## src/rtl/saph_pix_wr.sv

```systemverilog
// saph_pix_wr: pixel write combiner for the render back end.
// Each incoming pixel is packed by saph_col_pack. Consecutive pixels that land in
// the same 32-bit framebuffer word are merged into one masked word write.
// There is one accumulator and one output register.
//
// Optional build macro: SAPH_PIXWR_FMTCHK_EN
//   When it is defined, pixels with an unknown format category are accepted and
//   dropped, and they set the sticky err flag.
//   When it is undefined, those pixels pack to 0 with their lane mask set, and
//   err stays 0.
//
// in_fmt layout (35 bits):
//   [2:0]   cat (0 ARGB, 1 RGB, 2 GREY, 3 PAL, others invalid)
//   [7:3]   b_pos   [10:8]  b_wm1  (channel width minus one)
//   [15:11] g_pos   [18:16] g_wm1
//   [23:19] r_pos   [26:24] r_wm1
//   [31:27] a_pos   [34:32] a_wm1
// in_col layout: [31:24] a, [23:16] r, [15:8] g, [7:0] b.
// GREY and PAL carry their single value (grey level / palette index) in b.

module saph_col_pack (
  input  logic [31:0] col,
  input  logic [34:0] fmt,
  output logic [31:0] pack_data
);
  localparam logic [2:0] CAT_ARGB = 3'd0;
  localparam logic [2:0] CAT_RGB  = 3'd1;
  localparam logic [2:0] CAT_GREY = 3'd2;
  localparam logic [2:0] CAT_PAL  = 3'd3;

  // Keep the low (wm1+1) bits of a channel and move them to bit position pos.
  function automatic logic [31:0] chan_place(input logic [7:0] v,
                                             input logic [4:0] pos,
                                             input logic [2:0] wm1);
    logic [7:0] m;
    m = 8'hFF >> (3'd7 - wm1);
    chan_place = {24'd0, (v & m)} << pos;
  endfunction

  logic [31:0] a_f;
  logic [31:0] r_f;
  logic [31:0] g_f;
  logic [31:0] b_f;

  // Place each channel into its field. Overlapping fields simply OR together.
  always_comb begin
    a_f = chan_place(col[31:24], fmt[31:27], fmt[34:32]);
    r_f = chan_place(col[23:16], fmt[23:19], fmt[26:24]);
    g_f = chan_place(col[15:8],  fmt[15:11], fmt[18:16]);
    b_f = chan_place(col[7:0],   fmt[7:3],   fmt[10:8]);
    case (fmt[2:0])
      CAT_ARGB: pack_data = a_f | r_f | g_f | b_f;
      CAT_RGB:  pack_data = r_f | g_f | b_f;
      CAT_GREY: pack_data = b_f;
      CAT_PAL:  pack_data = b_f;
      default:  pack_data = 32'd0;
    endcase
  end
endmodule

module saph_pix_wr #(
  parameter int ADDR_W = 30,
  parameter int IDX_W  = ADDR_W + 5
) (
  input  logic              clk,
  input  logic              rst,
  input  logic              in_valid,
  output logic              in_ready,
  input  logic [31:0]       in_col,
  input  logic [34:0]       in_fmt,
  input  logic [2:0]        in_bpp,
  input  logic [IDX_W-1:0]  in_idx,
  input  logic              in_last,
  output logic              wr_valid,
  input  logic              wr_ready,
  output logic [ADDR_W-1:0] wr_addr,
  output logic [31:0]       wr_data,
  output logic [31:0]       wr_mask,
  output logic              err
);

  // Accumulator and output register state
  logic              acc_valid_q, acc_valid_d;
  logic [ADDR_W-1:0] acc_addr_q,  acc_addr_d;
  logic [2:0]        acc_bpp_q,   acc_bpp_d;
  logic [31:0]       acc_data_q,  acc_data_d;
  logic [31:0]       acc_mask_q,  acc_mask_d;
  logic              wr_valid_q,  wr_valid_d;
  logic [ADDR_W-1:0] wr_addr_q,   wr_addr_d;
  logic [31:0]       wr_data_q,   wr_data_d;
  logic [31:0]       wr_mask_q,   wr_mask_d;
  logic              err_q,       err_d;

  // Lane decode
  logic [31:0]       pack_data;
  logic [2:0]        bpp_eff;
  logic [ADDR_W-1:0] in_addr;
  logic [31:0]       lane_base;
  logic [4:0]        slot_msk;
  logic [4:0]        slot;
  logic [4:0]        lane_shift;
  logic [31:0]       lane_mask;
  logic [31:0]       lane_data;
  logic              slot_last;

  // Control
  logic              drop;
  logic              conflict;
  logic              complete;
  logic              out_free;
  logic              accept;
  logic [31:0]       merged_data;
  logic [31:0]       merged_mask;

  saph_col_pack u_pack (
    .col       (in_col),
    .fmt       (in_fmt),
    .pack_data (pack_data)
  );

  // Decode bpp into word address, slot, and lane position/mask
  always_comb begin
    bpp_eff = (in_bpp > 3'd5) ? 3'd5 : in_bpp;
    case (bpp_eff)
      3'd0: begin in_addr = in_idx[ADDR_W+4:5]; lane_base = 32'h0000_0001; end
      3'd1: begin in_addr = in_idx[ADDR_W+3:4]; lane_base = 32'h0000_0003; end
      3'd2: begin in_addr = in_idx[ADDR_W+2:3]; lane_base = 32'h0000_000F; end
      3'd3: begin in_addr = in_idx[ADDR_W+1:2]; lane_base = 32'h0000_00FF; end
      3'd4: begin in_addr = in_idx[ADDR_W:1];   lane_base = 32'h0000_FFFF; end
      default: begin in_addr = in_idx[ADDR_W-1:0]; lane_base = 32'hFFFF_FFFF; end
    endcase
    slot_msk   = 5'h1F >> bpp_eff;
    slot       = in_idx[4:0] & slot_msk;
    lane_shift = slot << bpp_eff;
    lane_mask  = lane_base << lane_shift;
    lane_data  = (pack_data & lane_base) << lane_shift;
    slot_last  = (slot == slot_msk);
  end

  // Handshake decisions: drop, conflict, complete, in_ready
  always_comb begin
`ifdef SAPH_PIXWR_FMTCHK_EN
    drop = (in_fmt[2:0] > 3'd3);
`else
    drop = 1'b0;
`endif
    conflict = in_valid && !drop && acc_valid_q &&
               ((in_addr != acc_addr_q) || (bpp_eff != acc_bpp_q));
    complete = in_last || slot_last;
    out_free = !wr_valid_q || wr_ready;
    if (rst) begin
      in_ready = 1'b0;
    end else if (conflict) begin
      in_ready = 1'b0;
    end else if (complete) begin
      in_ready = out_free;
    end else begin
      in_ready = 1'b1;
    end
    accept = in_valid && in_ready;
    // A repeated slot overwrites its lane: clear the lane, then OR.
    if (acc_valid_q) begin
      merged_data = (acc_data_q & ~lane_mask) | lane_data;
      merged_mask = acc_mask_q | lane_mask;
    end else begin
      merged_data = lane_data;
      merged_mask = lane_mask;
    end
  end

  // Next state of the accumulator, the output register and the error flag
  always_comb begin
    acc_valid_d = acc_valid_q;
    acc_addr_d  = acc_addr_q;
    acc_bpp_d   = acc_bpp_q;
    acc_data_d  = acc_data_q;
    acc_mask_d  = acc_mask_q;
    wr_valid_d  = wr_valid_q && !wr_ready;
    wr_addr_d   = wr_addr_q;
    wr_data_d   = wr_data_q;
    wr_mask_d   = wr_mask_q;
    if (conflict && out_free) begin
      // Flush the accumulator. The waiting pixel is taken on a later cycle.
      wr_valid_d  = 1'b1;
      wr_addr_d   = acc_addr_q;
      wr_data_d   = acc_data_q;
      wr_mask_d   = acc_mask_q;
      acc_valid_d = 1'b0;
    end else if (accept && !drop) begin
      if (complete) begin
        wr_valid_d  = 1'b1;
        wr_addr_d   = in_addr;
        wr_data_d   = merged_data;
        wr_mask_d   = merged_mask;
        acc_valid_d = 1'b0;
      end else begin
        acc_valid_d = 1'b1;
        acc_addr_d  = in_addr;
        acc_bpp_d   = bpp_eff;
        acc_data_d  = merged_data;
        acc_mask_d  = merged_mask;
      end
    end else begin
      acc_valid_d = acc_valid_q;
    end
`ifdef SAPH_PIXWR_FMTCHK_EN
    err_d = err_q || (accept && drop);
`else
    err_d = 1'b0;
`endif
  end

  // State registers with asynchronous reset
  always_ff @(posedge clk or posedge rst) begin
    if (rst) begin
      acc_valid_q <= 1'b0;
      acc_addr_q  <= '0;
      acc_bpp_q   <= 3'd0;
      acc_data_q  <= 32'd0;
      acc_mask_q  <= 32'd0;
      wr_valid_q  <= 1'b0;
      wr_addr_q   <= '0;
      wr_data_q   <= 32'd0;
      wr_mask_q   <= 32'd0;
      err_q       <= 1'b0;
    end else begin
      acc_valid_q <= acc_valid_d;
      acc_addr_q  <= acc_addr_d;
      acc_bpp_q   <= acc_bpp_d;
      acc_data_q  <= acc_data_d;
      acc_mask_q  <= acc_mask_d;
      wr_valid_q  <= wr_valid_d;
      wr_addr_q   <= wr_addr_d;
      wr_data_q   <= wr_data_d;
      wr_mask_q   <= wr_mask_d;
      err_q       <= err_d;
    end
  end

  assign wr_valid = wr_valid_q;
  assign wr_addr  = wr_addr_q;
  assign wr_data  = wr_data_q;
  assign wr_mask  = wr_mask_q;
  assign err      = err_q;

endmodule

```

## config.mk

```make
export PLATFORM = sky130hd
export DESIGN_NAME = saph_pix_wr
export DESIGN_NICKNAME = d
export VERILOG_FILES = /design/src/rtl/saph_pix_wr.sv
export SDC_FILE = /design/constraint.sdc
export NUM_CORES = 1
export LEC_CHECK = 0
export CORE_MARGIN = 3
export CORE_UTILIZATION = 30
export DETAILED_ROUTE_END_ITERATION = 6
export HOLD_SLACK_MARGIN = 0.12
export PLACE_DENSITY = 0.48
export SETUP_SLACK_MARGIN = 0.2
export SLEW_MARGIN = 20
export SYNTH_ARGS = -nofsm -noshare
export SYNTH_HDL_FRONTEND = slang
export SYNTH_HIERARCHICAL = 1
export SYNTH_SLANG_ARGS = --single-unit
```

## constraint.sdc

```tcl
create_clock -name clk -period 6.05 [get_ports clk]
set_input_delay 0.605 -clock clk [delete_from_list [all_inputs] [get_ports clk]]
set_output_delay 0.605 -clock clk [all_outputs]
set_load 0.1 [all_outputs]
```

==> out/results.tsv <==
stage	metric	value	unit
cts	Clock transition at path regs	70	ps
cts	number of buffers inserted by post-CTS setup repair	0	
floorplan	core area	51500	um^2
route	vias post-DR	16300	
timing	max-slew headroom at the worst pin	26.8	%
route	DRC viols	0	
synthesis	combinational family with the most area after synthesis	compound AO/OA/AOI/OAI gates	
global_route	global route overflow	0	
setup_path	class of the most critical setup path	in -> out	
setup_path	CP Launch Type	input pin	
synthesis	leading register cell type out of synthesis	sky130_fd_sc_hd__dfrtp_1	
timing	Highest Clock Rate	210	MHz
cts	clock tree from TritonCTS	built	
placement	Port Buf Inserts	205	
timing	total count of hold-check failures in the final report	0	
setup_path	highest fanout seen on the critical path	40	
synthesis	gate count of the mapped netlist	1914	
synthesis	multiplexer area fraction after synthesis	7.67	%
synthesis	sequential-to-total area share from yosys stat	30.8	%
synthesis	top area cells in the synthesized netlist	sky130_fd_sc_hd__dfrtp_1 (31%), sky130_fd_sc_hd__a221o_1 (4.8%), sky130_fd_sc_hd__nand2_1 (4.4%)	
finish	Area Growth Syn to Fin	19.3	%
timing	share of the cycle needed by the critical path after routing	78.7	%
cts	Post-CTS Resized	0	
floorplan	IO Pins	207	
setup_path	arrival time reported for the critical path endpoint	4160	ps
finish	ANT cells	0	
timing	RSZ-0062 raised after global routing	no	
synthesis	share of Yosys cell area claimed by the top area cell type	30.8	%
power_and_ir_drop	leakage	7.29	nW
route	highest routed metal layer	met5	
floorplan	starting density of the core	30.5	%
route	Detail Route Antenna Nets	0	
timing	clk_skew	18.8	ps
timing	number of pins exceeding their max-slew limit in the final report	0	
synthesis	most frequently used cell type in the post-synthesis netlist	sky130_fd_sc_hd__dfrtp_1	
run_status	run status	complete, no violations	
route	number of DRC markers in iteration 0	1652	
synthesis	area share of fa/ha/maj cells after synthesis	0	%
finish	post-layout util	36.4	%
power_and_ir_drop	power per cell area	372	nW/um^2
cts	clock tree root buffer cell	sky130_fd_sc_hd__clkbuf_16	
route	vias per cell	6.03	
setup_path	element type at the critical path end	primary output	
route	Detail Route met3 WL	4440	um
floorplan	chip width	235	um
synthesis	Synth Area in Simple Gates	21.8	%
finish	net count of the finished layout	2125	
cts	clock sink count	193	
cts	clock insertion delay at the later pin of the skew report	480	ps
placement	number of placed instances with taps included	2675	
worst_hold_path	classification of the worst-slack hold path	reg -> reg	
timing	worst slack on hold paths	485	ps
global_route	maximum number of pins on one net before global-route repair	74	
cts	number of buffers on the longest clock path	2	
synthesis	FF+latch count, synth	193	
finish	layout cells sized above 1	8.48	%
cts	number of H-tree levels	4	
floorplan	number of rows in the core area	83	
timing	min Tclk post-route	4760	ps
synthesis	Net Count, Synth	2024	
timing	Final TNS setup	0	ps
synthesis	ys async rst share	100	%
cts	cts bufs inserted	17	
timing	number of setup violations in the final report	0	
floorplan	area enclosed by the die boundary	55100	um^2
synthesis	biggest area consumer among synthesized cells	sky130_fd_sc_hd__dfrtp_1	
synthesis	share of the synthesized area in compound gates (AO/OA/AOI/OAI)	31.5	%
route	total wire length after detailed routing	70000	um
finish	final instance count without filler cells	2708	
global_route	global-route wire length before repair	105000	um
synthesis	commonest cells in the synthesized netlist	sky130_fd_sc_hd__dfrtp_1 (193), sky130_fd_sc_hd__nand2_1 (184), sky130_fd_sc_hd__nor2_1 (156)	
floorplan	Die Height	235	um
synthesis	xor and xnor area share after synthesis	0.279	%
placement	placer congestion estimate	0.937	
synthesis	cell area after technology mapping	15700	um^2
route	routed wl met2	31200	um
synthesis	Synthesis Warnings	6	
power_and_ir_drop	maximum vdd ir drop	0.250	mV
timing	transition time of the tightest slew-check pin	1090	ps
synthesis	number of unique standard cell types used by synthesis	103	
route	sum of routed wire segments on met1	33100	um
setup_path	Data required, critical path	5440	ps
placement	HPWL after detailed placement	52000	um
route	DRT Pass-1 Iters	5	
finish	number of fillers in the final layout	5430	
cts	Post-CTS Hold Fix Bufs	0	
power_and_ir_drop	sum of internal, switching and leakage power	6.97	mW
global_route	antenna violations before repair	1	
job	number of max-capacitance violations reported	0	
route	Routed wire per std cell	25.9	um
global_route	via count of the first global-routing pass	15500	
synthesis	mean area per synthesized cell	8.20	um^2
synthesis	EDFF count, synth	0	
global_route	overall track demand over capacity in global routing	24.5	%
[power breakdown]
group	leakage (nW)	switching [mW]	internal [mW]
clock	0.299	0.601	0.633
sequential	2.47	0.379	1.69
combinational	4.53	2.68	0.984
[cells in the final DEF, fill, tap and decap left out, drive strengths merged, types with 13 or more instances in the layout]
cell type	synthesis	final
a221o	75	75
nor2b	29	29
nor2	156	156
a32oi	13	13
o211ai	40	40
nand2	185	185
clkdlybuf4s50	0	201
o22ai	46	46
nor3	41	41
nand4	17	17
and3	51	51
nor4	15	15
a21oi	99	99
mux2i	40	40
dfrtp	193	193
inv	78	84
mux2	59	59
o221ai	38	38
clkbuf	67	18
o21ai	136	136
a22o	26	26
a31oi	32	32
nand3b	18	18
buf	102	50
a211oi	16	16
nand2b	34	34
a22oi	32	32
and2	15	15
o21a	17	17
nand3	78	78
[final timing paths]
kind                                             from                         end  slack (ps)  cells past startpoint
max                                         in_bpp[0]                    in_ready        1290                     11
max reg2reg                acc_addr_q[15]$_DFFE_PP0P_     wr_data[17]$_DFFE_PP0P_        2510                     10
min                         acc_mask_q[3]$_DFFE_PP0P_   acc_mask_q[3]$_DFFE_PP0P_         490                      2
min in group asynchronous                         rst  acc_addr_q[16]$_DFFE_PP0P_         780                      3
min reg2reg                 acc_mask_q[3]$_DFFE_PP0P_   acc_mask_q[3]$_DFFE_PP0P_         490                      2
max in group asynchronous                         rst     wr_mask[27]$_DFFE_PP0P_        3910                      4
[routing by layer]
metal	vias to the layer above	global-route usage [%]
met2	676	37.3
met4	2	5.62
met3	67	3.44
li1	7459	-
met5	-	0
met1	8122	36.7
[worst max-delay path, cell delays in order]
cell	delay, ps
sky130_fd_sc_hd__buf_2	570
sky130_fd_sc_hd__buf_4	440
sky130_fd_sc_hd__mux2i_1	290
sky130_fd_sc_hd__o22a_1	330
sky130_fd_sc_hd__nor3_1	150
sky130_fd_sc_hd__a2111oi_1	590
sky130_fd_sc_hd__nand4_2	410
sky130_fd_sc_hd__nor2_1	220
sky130_fd_sc_hd__nor2_1	100
sky130_fd_sc_hd__nor2_1	120
sky130_fd_sc_hd__buf_4	310
[registers in the layout, indices dropped and copies added (netlist names)]
| register | cells |
|---|---|
| acc_data_q | 32 |
| acc_mask_q | 32 |
| wr_data | 32 |
| wr_mask | 32 |
| acc_addr_q | 30 |
| wr_addr | 30 |
| acc_bpp_q | 3 |
| acc_valid_q | 1 |
| wr_valid | 1 |
[cell type report]
| cell class | count | area [um^2] | share of cell area [%] |
|---|---|---|---|
| multi-input cells | 1471 | 9640 | 51.5 |
| repair buffers | 251 | 2470 | 13.2 |
| inverters | 81 | 308 | 1.64 |
| flip-flops and latches | 193 | 4830 | 25.8 |
| clock buffers | 18 | 429 | 2.29 |
| well taps | 680 | 851 | 4.54 |
| clock inverters | 14 | 191 | 1.02 |
[kinds of logic (layout without fill, tap and decap cells)]
logic type | after synthesis | after routing
compound gates | 677 | 677
flops | 193 | 193
other cells | 1 | 1
simple gates | 683 | 683
buf+inv | 250 | 364
xor+xnor | 5 | 5
mux | 105 | 105
[stage by stage]
step / worst slack [ps] / cell area [um^2]
6_report: 1290 / 18700
5_1_grt: 1030 / 18700
4_1_cts: 1320 / 18700
3_5_place_dp: 1040 / 18100
3_3_place_gp: 1030 / 18100
2_1_floorplan: 1090 / 15700
Power figures use the tool's default switching activity.
